### src/rtl/uart_tx_scheduler.sv
// Round-robin scheduler that shares one UART transmit path among NUM_REQ requesters.
// Define UART_SCHED_FIXED_PRIO_EN for fixed priority (lowest index always wins).
module uart_tx_scheduler #(
  parameter int NUM_REQ      = 2,
  parameter int GAP_CYCLES   = 1302,
  parameter int BUSY_TIMEOUT = 16
) (
  input  logic                 clk,
  input  logic                 reset,
  input  logic [NUM_REQ-1:0]   req,
  input  logic [7*NUM_REQ-1:0] req_data,
  output logic [NUM_REQ-1:0]   ack,
  output logic                 tx_start,
  output logic [6:0]           tx_data,
  input  logic                 tx_busy,
  output logic [2:0]           grant_id,
  output logic                 sched_busy,
  output logic                 timeout
);

  localparam int MAX_CNT = (GAP_CYCLES > BUSY_TIMEOUT) ? GAP_CYCLES : BUSY_TIMEOUT;
  localparam int CNT_W   = $clog2(MAX_CNT + 1);
  localparam int PTR_W   = (NUM_REQ > 1) ? $clog2(NUM_REQ) : 1;
  localparam logic [CNT_W-1:0] GAP_LAST  = CNT_W'(GAP_CYCLES - 1);
  localparam logic [CNT_W-1:0] BUSY_LAST = CNT_W'(BUSY_TIMEOUT - 1);

  typedef enum logic [2:0] {
    S_IDLE, S_START, S_WAIT_BUSY, S_WAIT_DONE, S_GAP
  } state_e;

  state_e             state_q, state_d;
  logic [CNT_W-1:0]   timer_q, timer_d;
  logic [NUM_REQ-1:0] ack_q, ack_d;
  logic               tx_start_q, tx_start_d;
  logic [6:0]         tx_data_q, tx_data_d;
  logic [2:0]         grant_id_q, grant_id_d;
  logic               sched_busy_q, sched_busy_d;
  logic               timeout_q, timeout_d;

  logic [6:0]         req_chars [NUM_REQ];
  logic [PTR_W-1:0]   winner;
  logic               grant_valid;

  generate
    for (genvar gi = 0; gi < NUM_REQ; gi++) begin : g_chars
      assign req_chars[gi] = req_data[7*gi +: 7];
    end
  endgenerate

  assign grant_valid = |req;

`ifdef UART_SCHED_FIXED_PRIO_EN
  always_comb begin
    winner = '0;
    for (int i = NUM_REQ - 1; i >= 0; i--) begin
      if (req[i]) winner = PTR_W'(i);
    end
  end
`else
  logic [PTR_W-1:0] rr_ptr_q, rr_ptr_d;
  logic [PTR_W-1:0] cand;
  logic             found;

  // Search starts one past the last winner so every requester gets a turn.
  always_comb begin
    winner = '0;
    cand   = '0;
    found  = 1'b0;
    for (int i = 1; i <= NUM_REQ; i++) begin
      cand = PTR_W'((int'(rr_ptr_q) + i) % NUM_REQ);
      if (!found && req[cand]) begin
        found  = 1'b1;
        winner = cand;
      end
    end
  end

  assign rr_ptr_d = (state_q == S_IDLE && grant_valid) ? winner : rr_ptr_q;

  always_ff @(posedge clk or negedge reset) begin
    if (!reset) rr_ptr_q <= PTR_W'(NUM_REQ - 1);
    else        rr_ptr_q <= rr_ptr_d;
  end
`endif

  always_ff @(posedge clk or negedge reset) begin
    if (!reset) begin
      state_q      <= S_IDLE;
      timer_q      <= '0;
      ack_q        <= '0;
      tx_start_q   <= 1'b0;
      tx_data_q    <= '0;
      grant_id_q   <= '0;
      sched_busy_q <= 1'b0;
      timeout_q    <= 1'b0;
    end else begin
      state_q      <= state_d;
      timer_q      <= timer_d;
      ack_q        <= ack_d;
      tx_start_q   <= tx_start_d;
      tx_data_q    <= tx_data_d;
      grant_id_q   <= grant_id_d;
      sched_busy_q <= sched_busy_d;
      timeout_q    <= timeout_d;
    end
  end

  always_comb begin
    state_d = state_q;
    timer_d = timer_q;
    case (state_q)
      S_IDLE: if (grant_valid) state_d = S_START;
      S_START: begin
        state_d = S_WAIT_BUSY;
        timer_d = '0;
      end
      S_WAIT_BUSY: begin
        if (tx_busy) begin
          state_d = S_WAIT_DONE;
        end else if (timer_q == BUSY_LAST) begin
          state_d = S_GAP;
          timer_d = '0;
        end else begin
          timer_d = timer_q + 1'b1;
        end
      end
      S_WAIT_DONE: begin
        if (!tx_busy) begin
          state_d = S_GAP;
          timer_d = '0;
        end
      end
      S_GAP: begin
        if (timer_q == GAP_LAST) state_d = S_IDLE;
        else                     timer_d = timer_q + 1'b1;
      end
      default: state_d = S_IDLE;
    endcase
  end

  // Output registers are loaded from state_q/state_d so every output is a flop.
  always_comb begin
    ack_d        = '0;
    tx_data_d    = tx_data_q;
    grant_id_d   = grant_id_q;
    tx_start_d   = (state_q == S_START);
    sched_busy_d = (state_d != S_IDLE);
    timeout_d    = (state_q == S_WAIT_BUSY) && !tx_busy && (timer_q == BUSY_LAST);
    if (state_q == S_IDLE && grant_valid) begin
      ack_d[winner] = 1'b1;
      tx_data_d     = req_chars[winner];
      grant_id_d    = 3'(winner);
    end
  end

  assign ack        = ack_q;
  assign tx_start   = tx_start_q;
  assign tx_data    = tx_data_q;
  assign grant_id   = grant_id_q;
  assign sched_busy = sched_busy_q;
  assign timeout    = timeout_q;

endmodule
### config.mk
export PLATFORM = sky130hd
export DESIGN_NAME = uart_tx_scheduler
export DESIGN_NICKNAME = d
export VERILOG_FILES = /design/src/rtl/uart_tx_scheduler.sv
export SDC_FILE = /design/constraint.sdc
export NUM_CORES = 1
export LEC_CHECK = 0
export ABC_AREA = 1
export CAP_MARGIN = 20
export CORE_MARGIN = 5
export CORE_UTILIZATION = 54
export CTS_CLUSTER_SIZE = 20
export DETAILED_ROUTE_END_ITERATION = 8
export GPL_TIMING_DRIVEN = 1
export HOLD_SLACK_MARGIN = 0.1
export PLACE_DENSITY = 0.84
export REMOVE_ABC_BUFFERS = 1
export SLEW_MARGIN = 15
export SYNTH_ARGS = -nofsm -noshare
export SYNTH_HDL_FRONTEND = slang
export SYNTH_SLANG_ARGS = --single-unit
### constraint.sdc
create_clock -name clk -period 2.2 [get_ports clk]
set_input_delay 0.66 -clock clk [delete_from_list [all_inputs] [get_ports clk]]
set_output_delay 0.66 -clock clk [all_outputs]
set_load 0.05 [all_outputs]
==> summary.md, run 1 <==
| Metric | Value |
|---|---|
| Status | `finished clean` |
| Final worst-path cycle share | `97.81%` |
| CTS sink cnt | `28` |
| Antenna Cells | `0` |
| Die Area | `4171 um^2` |
| Worst Hold Depth | `2` |
| Type of origin of the critical path | `flip-flop` |
| Critical path endpoint category | `primary output` |
| Max-cap violations | `0` |
| Synth top area share | `41.99%` |
| R2R cell count | `8` |
| Reg2reg setup slack | `470 ps` |
| Worst Hold Endpoint | `rr_ptr_q` |
| Final instance area | `1993 um^2` |
| Comb pwr share | `51.3%` |
| Share of layout cells above drive strength 1 | `6.641%` |
| Overflow after GRT | `0` |
| Sw Share | `46.54%` |
| Num CTS Buffers | `3` |
| Vias in the first global route | `~1400` |
| Met2 Use GR | `30.41%` |
| Top post-synthesis cells by count | `88 x nand2_1, 27 x dfrtp_1, 22 x inv_1` |
| M3 GR Usage | `~2.6%` |
| Die Ht | `64.59 um` |
| Sequential Power Share | `33.6%` |
| Top post-synthesis cells by area | `dfrtp_1 42%, nand2_1 21%, nand3_1 6.5%` |
| First-pass GRT wire length | `6016 um` |
| Sw Pwr | `roughly 1.1 mW` |
| Final setup TNS | `0 ps` |
| Reg-to-reg critical path startpoint | `timer_q[0]` |
| Clk pwr share | `15.0%` |
| Crit path depth | `1` |
| Minimum clock period | `2152 ps` |
| Cell Chain, Critical Path | `clkdlybuf4s50_1` |
| Clock slew at reported path FFs | `roughly 150 ps` |
| Setup Skew | `5.626 ps` |
| Htree depth | `1` |
| Area leader, netlist | `dfrtp_1` |
| I/O pin cnt | `34` |
| Req. time, crit path | `1540 ps` |
| Routed WL per cell | `12.20 um` |
| Peak VDD IR | `0.6893 mV` |
| P_int | `1.233 mW` |
| Total leakage power | `between 1 and 1.5 nW` |
| Utilization after layout | `71.05%` |
| Core Area | `2805 um^2` |
| Top_reg_cell synth | `dfrtp_1` |
| Worst Hold Class | `reg -> reg` |
| Detailed Route WL | `3500 um` |
| Die W | `64.59 um` |
| Netlist cell types | `25` |
| Fin. Hold Viols | `0` |
| PortBufs | `31` |
| Post-synth EDFFs | `0` |
| Ys Warns | `0` |
| DR vias | `1492` |
| Fin cells | `between 200 and 300` |
| Synth Instances | `226` |
| P per Cell Area | `1157 nW/um^2` |
| Mean Syn Cell Area | `7.120 um^2` |
| Area growth, synth to finish | `23.87%` |
| WP buf/inv | `1` |
| Via/cell ratio | `~5.2` |
| GRT Total Usage | `18.15%` |
| Hold-fix buffers, CTS | `0` |
| Effective utilization at floorplan | `57.36%` |
| Largest net degree at the start of global routing | `29` |
| Slowest stage delay, CP | `800 ps` |
| Worst reg2reg endpoint | `timer_q[3]` |
| Fillers | `~230` |
| Rows | `19` |
| Placed Area | `1923 um^2` |
| Dpl cells | `~280` |
| Clk root buf | `clkbuf_4` |
| Unrepaired setup endpoints after global routing | `false` |
| Seq cells post-synth | `28` |
| Antenna violations before repair | `0` |
| Post-synth ARST share | `100.0%` |
| CTS Buffer Depth | `2` |
| Worst EP arrival | `1490 ps` |
| Slew HR | `64.90%` |
| Max stage delay cell, worst path | `clkdlybuf4s50_1` |
| Worst-skew pair later-pin latency | `340 ps` |
| Met1 Use GR | `23.90%` |
| # nets final | `278` |
| Detailed Place HPWL | `2598 um` |
| Final Slew Violations | `0` |
| First-pass detailed-route iteration total | `4` |
| Crit Path Max Fanout | `1` |
| DRC | `0` |
| Synth Cell Area | `1609 um^2` |
| CTS tree | `yes` |
| Final ANT Viol Nets | `0` |
| Crit-path leading delay family | `buffers and inverters` |
| DR iter-0 viols | `112` |
| Sequential share of the synthesized area | `43.62%` |
| Critical path type | `reg -> out` |
| Number of setup violations in the final report | `0` |
| Fmax | `464.7 MHz` |
| Measured slew at the worst slew-check pin | `525.7 ps` |
| Global placement routability congestion | `around 0.83` |
| Most used routing layer | `met2` |
| Top-count cell post-synth | `nand2_1` |
| Startpoint of the worst hold path | `rr_ptr_q` |
## state kept, by name (all words and copies together) (netlist names)
name	cells
timer_q	11
tx_data	7
state_q	3
ack	2
grant_id	1
rr_ptr_q	1
sched_busy	1
timeout	1
tx_start	1
## placed cells by master (no fill, tap or decap), types with 2 or more instances in the layout
master / n
nand2_1: 88
o21ai_1: 3
buf_4: 5
conb_1: 2
o21bai_1: 2
clkbuf_4: 3
xor2_1: 4
inv_1: 22
ha_1: 2
dlymetal6s2s_1: 7
inv_2: 3
o21ai_0: 5
nor3_1: 2
nand3_1: 21
o211ai_1: 3
nor3_2: 2
nand4_1: 7
dfrtp_1: 27
clkdlybuf4s50_1: 23
nor2_1: 18
## worst max-delay path by stage
stage / slack [ps] / endpoint / from
finish: 50 / ack[0] / ack[0]
global route: 2 / sched_busy / sched_busy
CTS: 2 / tx_data[2] / tx_data[2]
detailed placement: 210 / tx_data[5] / req[1]
global placement: 240 / timer_q[1] / tx_busy
floorplan: 740 / timer_q[0] / state_q[1]
## what timing repair did
action | in CTS | in global routing
setup endpoints to repair | 0 | 7
resized for setup | 0 | 7
buffers inserted | 0 | 0
## power by group through the flow
stage	Combinational (mW)	Clock, mW	Sequential, mW
finish	1.18	0.346	0.776
global route	1.30	0.365	0.803
CTS	1.20	0.349	0.778
detailed placement	1.20	0	0.787
global placement	1.18	0	0.780
floorplan	0.449	0	1.10
## logic make-up (layout without fill, tap and decap cells)
logic type / Yosys count / in the layout / synth area share, %
xor gates and xnor gates: 4 / 4 / 2.177
adders and majority gates: 2 / 2 / 1.555
AOI/OAI and AO/OA: 15 / 15 / 5.598
and+or+nand+nor: 140 / 140 / 36.63
buffers and inverters: 36 / 65 / 10.19
other: 1 / 2 / 0.2331
DFF: 28 / 28 / 43.62
## tightest hold or removal path, delay by kind of cell (launching register included)
kind | cells | cell delay (ps)
flip-flops | 1 | 400
AND/OR/NAND/NOR | 2 | 110
## metrics by stage
step	hold slack (ps)	worst slack [ps]	total power, mW
4_1_cts	489.3	2.168	2.331
6_report	487.0	48.17	2.306
3_3_place_gp	462.3	239.3	1.963
2_1_floorplan	364.4	736.4	1.548
3_5_place_dp	468.5	208.3	1.986
5_1_grt	526.1	2.119	2.472
## layout make-up
type,count,area (um^2),share of cell area [%]
Clock buffer,3,22.52,1.130
Clock inverter,1,30.03,1.507
Inverter,26,97.59,4.896
Multi-Input combinational cell,163,747.0,37.48
Sequential cell,28,701.9,35.22
Tap cell,31,38.79,1.946
Timing Repair Buffer,35,355.3,17.83
## metal layers
| layer | vias up | routed length [um] |
|---|---|---|
| met5 | - | 0 |
| met4 | 0 | 40 |
| met3 | 4 | 277 |
| met2 | 64 | 1692 |
| met1 | 662 | 1490 |
| li1 | 762 | - |
No activity file was read; power rests on OpenSTA's default activity.
==> inputs of run 2 (changes only) <==
--- a/config.mk
+++ b/config.mk
@@ -8,12 +8,12 @@
 export ABC_AREA = 1
 export CAP_MARGIN = 20
 export CORE_MARGIN = 5
-export CORE_UTILIZATION = 54
+export CORE_UTILIZATION = 45
 export CTS_CLUSTER_SIZE = 20
 export DETAILED_ROUTE_END_ITERATION = 8
 export GPL_TIMING_DRIVEN = 1
 export HOLD_SLACK_MARGIN = 0.1
-export PLACE_DENSITY = 0.84
+export PLACE_DENSITY = 0.75
 export REMOVE_ABC_BUFFERS = 1
 export SLEW_MARGIN = 15
 export SYNTH_ARGS = -nofsm -noshare
==> constraint.sdc (replaced) <==
create_clock -name clk -period 1.9 [get_ports clk]
set_input_delay 0.57 -clock clk [delete_from_list [all_inputs] [get_ports clk]]
set_output_delay 0.57 -clock clk [all_outputs]
set_load 0.05 [all_outputs]
==> summary.md, run 2 (synthesis results as in run 1) <==
| Metric | Value |
|---|---|
| Fin cells | `~300` |
| DR iter-0 viols | `63` |
| Max reg flops | `11` |
| DR vias | `1493` |
| Total leakage power | `roughly 1.0 nW` |
| First-pass detailed-route iteration total | `4` |
| Max-cap violations | `0` |
| Detailed Route WL | `3738 um` |
| Commonest non-fill, non-tap cell in the layout | `nand2_1` |
| Peak VDD IR | `0.5997 mV` |
| Clock slew at reported path FFs | `160 ps` |
| Area growth, synth to finish | `23.95%` |
| Die W | `69.80 um` |
| Rows | `21` |
| Global placement routability congestion | `~0.84` |
| Htree depth | `1` |
| FF/Latch Area | `roughly 700 um^2` |
| Final ANT Viol Nets | `0` |
| Fmax | `578.8 MHz` |
| Overflow after GRT | `0` |
| Unrepaired setup endpoints after global routing | `false` |
| CTS Buffer Depth | `2` |
| Antenna violations before repair | `0` |
| Routed WL per cell | `~12 um` |
| Detailed Place HPWL | `~2700 um` |
| Hold-fix buffers, CTS | `0` |
| Antenna Cells | `0` |
| # nets final | `280` |
| Core Area | `roughly 3400 um^2` |
| First-pass GRT wire length | `6982 um` |
| Vias in the first global route | `1561` |
| Biggest register | `timer_q` |
| GRT Total Usage | `17.03%` |
| Multi-input gate area | `749.5 um^2` |
| Clk root buf | `clkbuf_4` |
| Req. time, crit path | `2170 ps` |
| I/O pin cnt | `34` |
| Met2 Use GR | `27.60%` |
| Most used routing layer | `met2` |
| Worst-skew pair later-pin latency | `350 ps` |
| Final worst-path cycle share | `90.93%` |
| Number of setup violations in the final report | `0` |
| Num CTS Buffers | `3` |
| Final setup TNS | `0 ps` |
| Final Slew Violations | `0` |
| Via/cell ratio | `around 4.9` |
| P per Cell Area | `about 1400 nW/um^2` |
| Worst EP arrival | `1990 ps` |
| DRC | `0` |
| Effective utilization at floorplan | `47.47%` |
| M3 GR Usage | `2.174%` |
| Setup Skew | `4.558 ps` |
| Die Area | `4871 um^2` |
| Hold Slack | `477.7 ps` |
| Fillers | `310` |
| CTS sink cnt | `28` |
| Die Ht | `69.80 um` |
| Type of origin of the critical path | `flip-flop` |
| Worst Hold Class | `reg -> reg` |
| Critical path type | `reg -> reg` |
| Minimum clock period | `~1700 ps` |
| Status | `finished clean` |
| Commonest non-fill, non-tap cells in the layout | `88 x nand2_1, 27 x dfrtp_1, 22 x inv_1` |
| Dpl cells | `300` |
| Critical path endpoint category | `flip-flop` |
| Largest net degree at the start of global routing | `29` |
| PortBufs | `31` |
| Fin. Hold Viols | `0` |
| Crit Path Max Fanout | `7` |
| CTS tree | `yes` |
| Met1 Use GR | `23.07%` |
| Share of layout cells above drive strength 1 | `12.40%` |
## run 2: final cells by class
class	instances	area share, %
tap	46	2.886
timing repair buffer	37	16.81
inverter	26	4.893
clock buffer	3	1.129
clock inverter	1	1.506
sequential	28	35.19
multi-input combinational	163	37.58
## run 2: path summary, 6_finish.rpt
kind	slack (ps)	startpoint	endpoint	cells past startpoint
setup / recovery	170	timer_q[0]	timer_q[4]	8
hold / removal	480	rr_ptr_q	rr_ptr_q	2
setup reg to reg	170	timer_q[0]	timer_q[4]	8
hold reg to reg	480	rr_ptr_q	rr_ptr_q	2
max in group asynchronous	1020	reset	rr_ptr_q	2
min in group asynchronous	570	reset	timer_q[0]	2
## run 2: metal layers
| metal | vias up | wire (um) |
|---|---|---|
| li1 | 766 | - |
| met1 | 684 | 1627 |
| met2 | 36 | 1860 |
| met3 | 7 | 176 |
| met4 | 0 | 73 |
| met5 | - | 0 |
## run 2: repair_timing
action	in CTS	in global routing
endpoints found under the setup margin	0	5
hold endpoints to repair	0	0
resized for setup	0	1
setup buffers	0	0
## run 2: stage by stage
| step | setup slack [ps] | power [mW] | instance area [um^2] | utilization (%) |
|---|---|---|---|---|
| finish | 172.4 | 2.731 | 1994 | 58.84 |
| global route | 15.46 | 2.950 | 1994 | 58.84 |
| CTS | 166.5 | 2.752 | 1992 | 58.77 |
| detailed placement | -29.79 | 2.342 | 1939 | 57.22 |
| global placement | 9.093 | 2.319 | 1939 | 57.22 |
| floorplan | 436.4 | 1.792 | 1546 | - |
## run 2: power breakdown
group	leakage, nW	switching [mW]	internal, mW
sequential	0.364	0.128	0.773
clock	0.0279	0.197	0.214
combinational	0.617	0.947	0.471
total	1.01	1.27	1.46
## run 2: critical path: stages, from the launching register on
cell     delay, ps
dfrtp_1        500
ha_2           310
inv_2           50
nor2_1         240
nand4_1        240
nand3_1        140
nand2_1         60
nand2_1         50
nand2_1         40
